===== config.mk =====
export PLATFORM = sky130hd
export DESIGN_NAME = light_sequencer
export DESIGN_NICKNAME = d
export VERILOG_FILES = /design/src/rtl/light_sequencer.sv
export SDC_FILE = /design/constraint.sdc
export NUM_CORES = 1
export LEC_CHECK = 0
export ABC_AREA = 1
export CAP_MARGIN = 0
export CORE_UTILIZATION = 35
export DETAILED_ROUTE_END_ITERATION = 8
export GPL_TIMING_DRIVEN = 0
export PLACE_DENSITY = 0.65
export SYNTH_ARGS = -nofsm -noshare
export SYNTH_HDL_FRONTEND = slang
export SYNTH_SLANG_ARGS = --single-unit

===== constraint.sdc =====
create_clock -name clk -period 4 [get_ports clk]
set_clock_uncertainty 0.2 [all_clocks]
set_input_delay 0.6 -clock clk [delete_from_list [all_inputs] [get_ports clk]]
set_output_delay 0.6 -clock clk [all_outputs]
set_load 0.01 [all_outputs]

===== src/rtl/light_sequencer.sv =====
// Intersection phase sequencer: owns the cycle counter and pedestrian latch,
// steps the light phases on generator enables and trips a latched fault on counter overrun.
module light_sequencer (
  input  logic       clk,
  input  logic       reset,
  input  logic       enable,
  input  logic       ped_btn,
  output logic [5:0] counter,
  output logic       ped,
  output logic [2:0] main_light,
  output logic [2:0] side_light,
  output logic       walk,
  output logic       fault
);

  localparam logic [2:0] MG    = 3'd0;
  localparam logic [2:0] MY    = 3'd1;
  localparam logic [2:0] AR1   = 3'd2;
  localparam logic [2:0] SG    = 3'd3;
  localparam logic [2:0] SY    = 3'd4;
  localparam logic [2:0] AR2   = 3'd5;
  localparam logic [2:0] WALK  = 3'd6;
  localparam logic [2:0] FAULT = 3'd7;

  localparam logic [5:0] CNT_MAX = 6'd63;

  localparam logic [2:0] LAMP_R = 3'b100;
  localparam logic [2:0] LAMP_Y = 3'b010;
  localparam logic [2:0] LAMP_G = 3'b001;

  logic [2:0] state_reg, state_next;
  logic [5:0] counter_reg, counter_next;
  logic       ped_reg, ped_next;
  logic       ped_pending_reg, ped_pending_next;
  logic       enters_mg;

  always_comb begin
    state_next = state_reg;
    if (enable) begin
      case (state_reg)
        MG:      state_next = MY;
        MY:      state_next = AR1;
        AR1:     state_next = SG;
        SG:      state_next = SY;
        SY:      state_next = AR2;
        AR2:     state_next = ped_reg ? WALK : MG;
        WALK:    state_next = MG;
        default: state_next = FAULT;
      endcase
    end
    enters_mg = (state_next == MG) && (state_reg != MG);
    // An MG entry on the overrun edge restarts the cycle instead of faulting.
    if ((state_reg != FAULT) && !enters_mg && (counter_reg == CNT_MAX)) begin
      state_next = FAULT;
    end
  end

  always_comb begin
    counter_next = counter_reg;
    if (enters_mg) begin
      counter_next = 6'd0;
    end else if (counter_reg != CNT_MAX) begin
      counter_next = counter_reg + 6'd1;
    end
  end

  // The request is sampled at count 0 so ped stays constant for a whole phase cycle.
  always_comb begin
    ped_next         = ped_reg;
    ped_pending_next = ped_pending_reg;
    if (state_reg != FAULT) begin
      if (counter_reg == 6'd0) begin
        ped_next         = ped_pending_reg | ped_btn;
        ped_pending_next = 1'b0;
      end else begin
        ped_pending_next = ped_pending_reg | ped_btn;
      end
    end
  end

  always_ff @(posedge clk) begin
    if (reset) begin
      state_reg       <= MG;
      counter_reg     <= 6'd0;
      ped_reg         <= 1'b0;
      ped_pending_reg <= 1'b0;
    end else begin
      state_reg       <= state_next;
      counter_reg     <= counter_next;
      ped_reg         <= ped_next;
      ped_pending_reg <= ped_pending_next;
    end
  end

  always_comb begin
    main_light = LAMP_R;
    side_light = LAMP_R;
    case (state_reg)
      MG:      main_light = LAMP_G;
      MY:      main_light = LAMP_Y;
      SG:      side_light = LAMP_G;
      SY:      side_light = LAMP_Y;
      default: ;
    endcase
  end

  assign walk    = (state_reg == WALK);
  assign fault   = (state_reg == FAULT);
  assign counter = counter_reg;
  assign ped     = ped_reg;

endmodule


# Word level (Yosys, flattened, before mapping)
# Index checks and enable logic that the tools add are counted.
op_classes:
  n_addsub: 1
  eq_ne: 10
  n_mux: 7
  bitwise_logic: 1
  n_reduce_logical: 10
ops:
  columns: ["op", "n"]
  rows:
  - ["$pmux 3 s7", 1]
  - ["$eq 3x3->1 const B", 4]
  - ["$pmux 3 s2", 2]
  - ["$mux 3", 3]
  - ["$add 6x1->6 const B", 1]
  - ["$eq 3x2->1 const B", 2]
  - ["$eq 6x6->1 const B", 1]
  - ["$logic_not 3->1", 2]
  - ["$logic_not 6->1", 1]
  - ["$ne 6x6->1 const B", 1]
  - ["$eq 3x1->1 const B", 1]
  - ["$logic_and 1x1->1", 3]
  - ["$ne 3x3->1 const B", 1]
  - ["$reduce_bool 3->1", 1]
  - ["$reduce_and 2->1", 1]
  - ["$reduce_or 2->1", 1]
  - ["$logic_not 1->1", 1]
  - ["$mux 1", 1]
  - ["$or 1x1->1", 1]
totals:
  reg_bits: 11
  inputBits: 4
  out_inout_bits: 15
  elab_cells: 33

# Depth between registers and ports, before layout
# Gate-level depths: netlist (run 1).
depth:
  depth_word: 9
  ltp_mapped: 9
  ltp_nobuf: 9

# Worst setup path after synthesis (run 1)
# Ideal clock, no wire load.
synth_path:
  path_kind: "register to output"
  from: "reg state_reg[0]"
  to: "out main_light[0]"
  arrival_ns: 0.702
  required_time_ns: 3.200
  path_slack_ns: 2.498
  path_stages_with_launch: 4
  n_path_buf: 0
  cell_sequence: "dfxtp_1 inv_2 nand2_2 nor2_1"
synth_between:
  elab_chain_cells: 2
  word_cells_on_any_way: 3
  classes_between: "1 x eq/ne; 1 x mux; 1 x reduce/logical"
synth_rtl:
  columns: ["item", "line", "text"]
  rows:
  - ["start: declaration", "31", "logic [2:0] state_reg, state_next;"]
  - ["start signal: assignment", "88", "state_reg <= state_next;"]
  - ["$eq 3x1->1 or $logic_not 3->1 (tied branches)", "98", "case (state_reg)"]
  - ["$pmux 3 s2 *", "98", null]
  - ["end: declaration", "10", "output logic [2:0] main_light,"]
# Mark *: on every way between the ends. The rest lies on a longest branch, timed or not.

# Worst setup path after layout (run 1)
layout_path:
  from: "reg state_reg[2]"
  to: "out fault"
layout_between:
  elab_chain_cells: 1
layout_rtl:
  columns: ["item", "line", "text"]
  rows:
  - ["$eq 3x3->1", "108", "assign fault = (state_reg == FAULT);"]
  - ["end: declaration", "13", "output logic fault"]
# Every way passes these cells.

==> reports/results.tsv, run 1 <==
metric	value	unit
status	finished, final reports clean	
num_antenna_cells	0	
synth_top_family_by_area	simple AND/OR/NAND/NOR gates	
viasPerCell	4.55	
leakage	0.369	nW
r2r_cells	6	
cts_buffers	3	
ios	19	
hold_violations	0	
hpwl	1060	µm
cts_max_path_buffers	2	
num_vias	641	
reg2reg_setup_slack	2460	ps
antenna_found_initial	0	
worst_hold_path.num_cells	2	
mostFrequentLayoutCell	clkdlybuf4s50_1	
routed_wl	1300	µm
fmax	0.420	GHz
dieArea	0.00213	mm²
grt_first_pass_wirelength	2170	µm
power_density	316	mW/mm²
cts_root_buf	clkbuf_4	
cp-end-kind	primary output	
path_depth	3	
yosysSeqAreaShare	0.323	
utilization	0.516	
slowest_stage	clkdlybuf4s50_1	
die_x	46.1	µm
largest_register_ffs	6	
synth_cells	94	
drtIter0Drc	4	
syn_area_per_cell	7.25	µm²
drcViolationCount	0	
period_needed	2380	ps
grt_pass1_vias	541	
cpPeakStageDelay	570	ps
crit_fanout	6	
nets	123	
min_period_over_period	0.596	
h-tree-depth	1	
portBuffers	18	
slew_headroom	0.778	
p_int	196	µW
synthTopCellsByArea	dfxtp_1 32%, nand2_1 8.3%, nand2_2 6.4%	
synth_compound_area_frac	0.110	
yosys.area_share.simple	0.422	
post_cts_resize_count	0	
wire_per_inst	9.23	µm
critPathBufInv	1	
worst-slew-pin-transition	331	ps
insertion_delay	280	ps
final_cell_mix	18 x clkdlybuf4s50_1, 15 x nand2_1, 11 x inv_1, 11 x nor2_1, 11 x dfxtp_1	
die_y	46.1	µm
setup_viol	0	
power_frac_comb	0.284	
synth_top_area_cell	dfxtp_1	
yosysUniqueCellTypes	22	
slew_viol_final	0	
crit_type	register to primary output	
synth_top_area_frac	0.323	
post_cts_buffers	0	
synth_xor_area_frac	0.0257	
synthAdderAreaFrac	0.0367	
clk_pin_slew_worst_paths	80	ps
cp_top_family	buffers and inverters	
area_delta_synth_final	35.0	%
cts_hold_buf	0	
ys_ff_latch	11	
grt_max_degree	8	
grt_overflow	0	
track_usage	0.142	
seq_power_share	0.440	
swShare	0.327	
drive_above_1_share	0.250	
ant_nets	0	
max-vdd-ir-drop	0.168	mV
start_util	0.382	
clock-sinks	11	
rows	15	
globalplace.congestion	0.789	
synthMuxAreaShare	0	
clkPwrFrac	0.276	
arrival	1580	ps
drv_cap	0	
cts_tree	done	
p_switching	95.0	µW
path_cells	nand2_2 -> nor2_2 -> clkdlybuf4s50_1	
synth_fp_nets	100	
yosys_warnings	0	
hold_path_class	register to register	
startpoint_type	register	
setup-tns-final	0	ps
drtPass1Iterations	4	
power	291	µW
syn_area	682	µm²
cp_data_required_time	3200	ps
core	0.00178	mm²
rsz0062_at_grt	false	
-- Yosys cell counts --
| library cell | count |
|---|---|
| nand3_2 | 1 |
| nor4_1 | 1 |
| a21oi_1 | 6 |
| nand2_4 | 2 |
| nand3_1 | 6 |
| nand2_1 | 15 |
| nor2_2 | 5 |
| nand3_4 | 1 |
| nor4_2 | 1 |
| a21oi_2 | 4 |
| ha_1 | 2 |
| nand2_2 | 7 |
| dfxtp_1 | 11 |
| xor2_1 | 2 |
| nor2_4 | 1 |
| inv_1 | 11 |
| nor3_1 | 1 |
| clkinv_1 | 1 |
| inv_2 | 3 |
| nor2_1 | 11 |
| o21ai_1 | 1 |
| o21ai_0 | 1 |
-- worst reg2reg max path: stages (launching register included) --
cell and delay, ps:
dfxtp_1 390, ha_1 180, nand2_1 100, nor2_4 180, inv_1 130, a21oi_1 190
nor2_2 50
-- cells by family after synthesis --
| family | after synthesis |
|---|---|
| AO/OA/AOI/OAI | 12 |
| AND/OR/NAND/NOR | 52 |
| flip-flops | 11 |
| buffers and inverters | 15 |
| XOR/XNOR | 2 |
| adder cells (fa/ha/maj) | 2 |
-- per-layer routing --
| layer | track usage | share of wire |
|---|---|---|
| met5 | 0 | 0 |
| met4 | 0.0706 | 0.019 |
| met2 | 0.242 | 0.46 |
| met3 | 0.0235 | 0.054 |
| met1 | 0.169 | 0.47 |
-- per-stage QoR --
stage               hold WS [ps]  worst slack [ps]  cells  area (µm²)
finish                       307              1620    141         921
global route                 358              1520    141         921
CTS                          307              1600    141         921
detailed placement           296              1870    137         893
global placement             290              1870    137         893
floorplan                    277              2500     94         682
-- layout make-up --
class	instances	area, µm²
inverters	15	56.3
repair buffers	18	180
flip-flops and latches	11	220
clock inverters	1	5.00
fillers	174	862
clock buffers	3	22.5
well taps	25	31.3
multi-input cells	68	405
-- power groups by stage --
stage | Combinational (mW) | Sequential, mW | Clock (mW)
3_5_place_dp | 0.0833 | 0.130 | 0
4_1_cts | 0.0839 | 0.128 | 0.0816
5_1_grt | 0.0912 | 0.130 | 0.0870
2_1_floorplan | 0.0496 | 0.131 | 0
6_report | 0.0826 | 0.128 | 0.0801
3_3_place_gp | 0.0827 | 0.130 | 0
-- worst paths after layout --
kind / from / end
hold / removal: ped_pending_reg$_SDFFE_PP0N_ / ped_pending_reg$_SDFFE_PP0N_
setup reg to reg: counter[0]$_SDFFE_PP0P_ / counter[1]$_SDFFE_PP0P_
hold reg to reg: ped_pending_reg$_SDFFE_PP0N_ / ped_pending_reg$_SDFFE_PP0N_
setup / recovery: state_reg[2]$_SDFF_PP0_ / fault
Note: power is estimated with default switching activity, not from simulation.
==> inputs of run 2 (changes only) <==
--- a/config.mk
+++ b/config.mk
@@ -10,7 +10,7 @@
 export CORE_UTILIZATION = 35
 export DETAILED_ROUTE_END_ITERATION = 8
 export GPL_TIMING_DRIVEN = 0
-export PLACE_DENSITY = 0.65
+export PLACE_DENSITY = 0.68
 export SYNTH_ARGS = -nofsm -noshare
 export SYNTH_HDL_FRONTEND = slang
 export SYNTH_SLANG_ARGS = --single-unit
==> constraint.sdc (replaced) <==
create_clock -name clk -period 1.95 [get_ports clk]
set_clock_uncertainty 0.2 [all_clocks]
set_input_delay 0.2925 -clock clk [delete_from_list [all_inputs] [get_ports clk]]
set_output_delay 0.2925 -clock clk [all_outputs]
set_load 0.01 [all_outputs]
==> reports/results.tsv, run 2 (synthesized netlist as in run 1, its figures left out) <==
metric	value	unit	change
hpwl	1130	µm	was 1060 µm
dpl_cell_area	893	µm²	unchanged
mostFrequentLayoutCell	nand2_1		was clkdlybuf4s50_1
wire_per_inst	9.82	µm	was 9.23 µm
rsz0062_at_grt	false		unchanged
worst_hold_path.num_cells	2		unchanged
viasPerCell	4.66		was 4.55
drtPass1Iterations	4		unchanged
max-vdd-ir-drop	0.374	mV	was 0.168 mV
hold_violations	0		unchanged
clk_pin_slew_worst_paths	70	ps	was 80 ps
h-tree-depth	1		unchanged
register_area	229	µm²	was 220 µm²
power	583	µW	was 291 µW
insertion_delay	270	ps	was 280 ps
fmax	0.544	GHz	
die_y	46.1	µm	unchanged
worst-slew-pin-transition	313	ps	was 331 ps
ios	19		unchanged
period_needed	1840	ps	
grt_pass1_vias	562		was 541
rows	15		unchanged
cts_hold_buf	0		unchanged
routed_wl	1380	µm	was 1300 µm
clock-sinks	11		unchanged
num_vias	657		was 641
slew_viol_final	0		unchanged
num_antenna_cells	0		unchanged
place_worst_setup_slack	136	ps	was 1870 ps
cts_max_path_buffers	2		unchanged
hold_start	ped_pending_reg$_SDFFE_PP0N_		unchanged
stdcell_area	932	µm²	was 921 µm²
ant_nets	0		unchanged
antenna_found_initial	0		unchanged
setup_ws	111	ps	was 1620 ps
globalplace.congestion	0.751		was 0.789
min_to	ped_pending_reg$_SDFFE_PP0N_		unchanged
cts_buffers	3		unchanged
grt_first_pass_wirelength	2390	µm	was 2170 µm
track_usage	0.162		was 0.142
drive_above_1_share	0.267		was 0.250
post_cts_buffers	0		unchanged
crit_type	register to primary output		unchanged
grt_overflow	0		unchanged
crit_fanout	6		unchanged
die_x	46.1	µm	unchanged
nets	123		unchanged
setup_viol	0		unchanged
cts_tree	done		unchanged
cts_root_buf	clkbuf_4		unchanged
dieArea	0.00213	mm²	unchanged
multi_input_area	405	µm²	unchanged
portBuffers	18		unchanged
power_density	626	mW/mm²	was 316 mW/mm²
reg2reg_setup_slack	390	ps	was 2460 ps
hold_path_class	register to register		unchanged
grt_max_degree	7		was 8
drtIter0Drc	7		was 4
drv_cap	0		unchanged
status	finished, final reports clean		unchanged
start_util	0.382		unchanged
cp_data_required_time	1460	ps	was 3200 ps
reg2reg_to	counter[1]$_SDFFE_PP0P_		unchanged
cp-end-kind	primary output		unchanged
startpoint_type	register		unchanged
slew_headroom	0.790		was 0.778
drcViolationCount	0		unchanged
nFillCells	185		was 174
r2r_cells	6		unchanged
largest_register_ffs	6		unchanged
core	0.00178	mm²	unchanged
r2r-start	counter[0]$_SDFFE_PP0P_		unchanged
min_period_over_period	0.943		
final_cell_mix	15 x nand2_1, 12 x clkdlybuf4s50_1, 11 x inv_1, 11 x nor2_1, 8 x dfxtp_1		was 18 x clkdlybuf4s50_1, 15 x nand2_1, 11 x inv_1, 11 x nor2_1, 11 x dfxtp_1
area_delta_synth_final	36.7	%	was 35.0%
setup-tns-final	0	ps	unchanged
leakage	0.424	nW	was 0.369 nW
arrival	1350	ps	was 1580 ps
-- run 2: how the worst max path moves through the flow --
| stage | endpoint | slack (ps) | cells after the start | start |
|---|---|---|---|---|
| final | side_light[0] | 110 | 3 | state_reg[0]$_SDFF_PP0_ |
| after global placement | counter[3]$_SDFFE_PP0P_ | 150 | 8 | enable |
| after CTS | main_light[1] | 10 | 4 | state_reg[2]$_SDFF_PP0_ |
| after detailed placement | counter[5]$_SDFFE_PP0P_ | 140 | 8 | enable |
| after floorplan | counter[1]$_SDFFE_PP0P_ | 460 | 6 | counter[0]$_SDFFE_PP0P_ |
| after global routing | side_light[0] | 30 | 3 | state_reg[0]$_SDFF_PP0_ |
-- run 2: layer usage --
layer	GRT usage	part of all wire	vias up
met2	0.262	0.49	25
met3	0.0235	0.052	5
met5	0	0	-
li1	-	-	345
met4	0.106	0.027	0
met1	0.197	0.43	282
-- run 2: final cells by class --
cell class	instances	area share
Sequential cell	11	0.246
Multi-Input combinational cell	68	0.435
Clock buffer	4	0.0282
Inverter	15	0.0604
Timing Repair Buffer	18	0.197
Tap cell	25	0.0336
-- run 2: stage by stage --
| stage | std cells | utilization | hold slack (ps) |
|---|---|---|---|
| after detailed placement | 137 | 0.501 | 293 |
| after global routing | 141 | 0.523 | 350 |
| after global placement | 137 | 0.501 | 288 |
| final | 141 | 0.523 | 299 |
| after floorplan | 94 | - | 162 |
| after CTS | 141 | 0.519 | 303 |
-- run 2: report_power, final --
group / internal, mW / switching [mW]
registers: 0.243 / 0.0206
logic: 0.0780 / 0.0882
clock network: 0.0792 / 0.0744
-- run 2: critical path: stages (launching register included) --
cell             delay, ps
dfxtp_4                380
nand2_1                 80
nor2_1                  90
clkdlybuf4s50_1        530
-- run 2: repair_timing --
item / CTS / global route
setup endpoints to repair: 6 / 3
endpoints found under the hold margin: 0 / 0
resized for setup: 8 / 3
==> inputs of run 3 (changes only) <==
--- a/config.mk
+++ b/config.mk
@@ -10,7 +10,7 @@
 export CORE_UTILIZATION = 35
 export DETAILED_ROUTE_END_ITERATION = 8
 export GPL_TIMING_DRIVEN = 0
-export PLACE_DENSITY = 0.68
+export PLACE_DENSITY_LB_ADDON = 0.3
 export SYNTH_ARGS = -nofsm -noshare
 export SYNTH_HDL_FRONTEND = slang
 export SYNTH_SLANG_ARGS = --single-unit
==> reports/results.tsv, run 3 (synthesized netlist as in run 1, its figures left out) <==
metric	value	unit	change
hold_path_class	register to register		unchanged
seq_power_share	0.450		was 0.452
cp_data_required_time	1460	ps	about the same
area_delta_synth_final	36.0	%	was 36.7%
power	588	µW	was 583 µW
startpoint_type	register		unchanged
portBuffers	18		unchanged
cp_top_family	buffers and inverters		unchanged
drtIter0Drc	6		was 7
mostFrequentLayoutCell	nand2_1		unchanged
reg2reg_setup_slack	410	ps	was 390 ps
drive_above_1_share	0.267		unchanged
largest_register_ffs	6		unchanged
slowest_stage	clkdlybuf4s50_1		unchanged
arrival	1390	ps	was 1350 ps
path_cells	inv_4 -> nand3_1 -> inv_1 -> clkdlybuf4s50_1		was nand2_1 -> nor2_1 -> clkdlybuf4s50_1
cp-end-kind	primary output		unchanged
period_needed	1890	ps	was 1840 ps
p_switching	186	µW	was 183 µW
grt_util_met1	0.174		was 0.197
track_usage	0.152		was 0.162
setup_viol	0		unchanged
crit_type	register to primary output		unchanged
globalplace.congestion	0.790		was 0.751
min_to	ped_pending_reg$_SDFFE_PP0N_		unchanged
rows	15		unchanged
p_int	402	µW	was 400 µW
post_cts_buffers	0		unchanged
clock-sinks	11		unchanged
antenna_found_initial	0		unchanged
reg2reg_to	counter[1]$_SDFFE_PP0P_		unchanged
die_x	46.1	µm	unchanged
die_y	46.1	µm	unchanged
cts_hold_buf	0		unchanged
drtPass1Iterations	4		unchanged
hpwl	1100	µm	was 1130 µm
core	0.00178	mm²	unchanged
grt_first_pass_wirelength	2310	µm	was 2390 µm
num_vias	648		was 657
ant_nets	0		unchanged
drcViolationCount	0		unchanged
drv_cap	0		unchanged
slew_viol_final	0		unchanged
utilization	0.520		was 0.523
cts_root_buf	clkbuf_4		unchanged
crit_fanout	6		unchanged
use_met3	0.0706		was 0.0235
critPathBufInv	3		was 1
cts_tree	done		unchanged
worst_hold_path.num_cells	2		unchanged
status	finished, final reports clean		unchanged
insertion_delay	270	ps	about the same
swShare	0.317		was 0.314
h-tree-depth	1		unchanged
wire_per_inst	9.74	µm	was 9.82 µm
worstSetupStartpoint	state_reg[2]$_SDFF_PP0_		was state_reg[0]$_SDFF_PP0_
hold_start	ped_pending_reg$_SDFFE_PP0N_		unchanged
grt.busiest_layer	met2		unchanged
leakage	0.408	nW	was 0.424 nW
grtUsageMet2	0.265		was 0.262
slew_headroom	0.778		was 0.790
r2r-start	counter[0]$_SDFFE_PP0P_		unchanged
grt_max_degree	7		unchanged
cpPeakStageDelay	520	ps	was 530 ps
routed_wl	1370	µm	was 1380 µm
rsz0062_at_grt	false		unchanged
fmax	0.530	GHz	was 0.544 GHz
dpl_cell_area	893	µm²	unchanged
setup-tns-final	0	ps	unchanged
power_density	634	mW/mm²	was 626 mW/mm²
setup_ws	63.3	ps	was 111 ps
r2r_cells	6		unchanged
grt_pass1_vias	572		was 562
hold_violations	0		unchanged
start_util	0.382		unchanged
dieArea	0.00213	mm²	unchanged
viasPerCell	4.60		was 4.66
grt_overflow	0		unchanged
cts_buffers	3		unchanged
max-vdd-ir-drop	0.440	mV	was 0.374 mV
clk_pin_slew_worst_paths	70	ps	about the same
final_cell_mix	15 x nand2_1, 13 x clkdlybuf4s50_1, 11 x inv_1, 11 x nor2_1, 8 x dfxtp_1		was 15 x nand2_1, 12 x clkdlybuf4s50_1, 11 x inv_1, 11 x nor2_1, 8 x dfxtp_1
num_antenna_cells	0		unchanged
stdcell_area	927	µm²	was 932 µm²
cts_max_path_buffers	2		unchanged
nets	123		unchanged
ios	19		unchanged
min_period_over_period	0.968		was 0.943
worst-slew-pin-transition	330	ps	was 313 ps
power_frac_comb	0.284		was 0.285
clkPwrFrac	0.266		was 0.263
place_worst_setup_slack	140	ps	was 136 ps
-- run 3: routing by layer --
| layer | routed length [µm] | up-vias |
|---|---|---|
| met2 | 699 | 17 |
| met5 | 0 | - |
| li1 | - | 344 |
| met1 | 592 | 287 |
| met4 | 0 | 0 |
| met3 | 83 | 0 |
-- run 3: worst max-delay path by stage --
stage                                    endpoint  depth (start not counted)
after floorplan           counter[1]$_SDFFE_PP0P_                          6
after global placement    counter[3]$_SDFFE_PP0P_                          8
after detailed placement  counter[5]$_SDFFE_PP0P_                          8
after CTS                                    walk                          3
after global routing                main_light[1]                          4
final                               main_light[1]                          4
-- run 3: final cells by class --
type | instances | area [µm²]
fillers | 178 | 856
multi-input cells | 68 | 405
flip-flops and latches | 11 | 224
repair buffers | 18 | 181
inverters | 15 | 58.8
well taps | 25 | 31.3
clock buffers | 4 | 26.3
-- run 3: worst reg2reg max path: stages, from the launching register on --
cell and delay, ps:
dfxtp_1 390, ha_1 180, nand2_1 110, nor2_4 180, inv_1 140, a21oi_1 190
nor2_2 50
-- run 3: repair_timing --
item / 4_1_cts / 5_1_grt
endpoints found under the hold margin: 0 / 0
resized for setup: 6 / 3
endpoints found under the setup margin: 7 / 3
-- run 3: metrics by stage --
stage | cells | hold WS (ps)
2_1_floorplan | 94 | 162
5_1_grt | 141 | 338
4_1_cts | 141 | 309
3_3_place_gp | 137 | 289
6_report | 141 | 312
3_5_place_dp | 137 | 299
-- run 3: power by group through the flow --
| stage | logic, mW | clock network (mW) | registers (mW) |
|---|---|---|---|
| after floorplan | 0.102 | 0 | 0.270 |
| after global placement | 0.169 | 0 | 0.268 |
| after detailed placement | 0.171 | 0 | 0.268 |
| after CTS | 0.169 | 0.164 | 0.264 |
| after global routing | 0.186 | 0.176 | 0.268 |
| final | 0.167 | 0.156 | 0.265 |
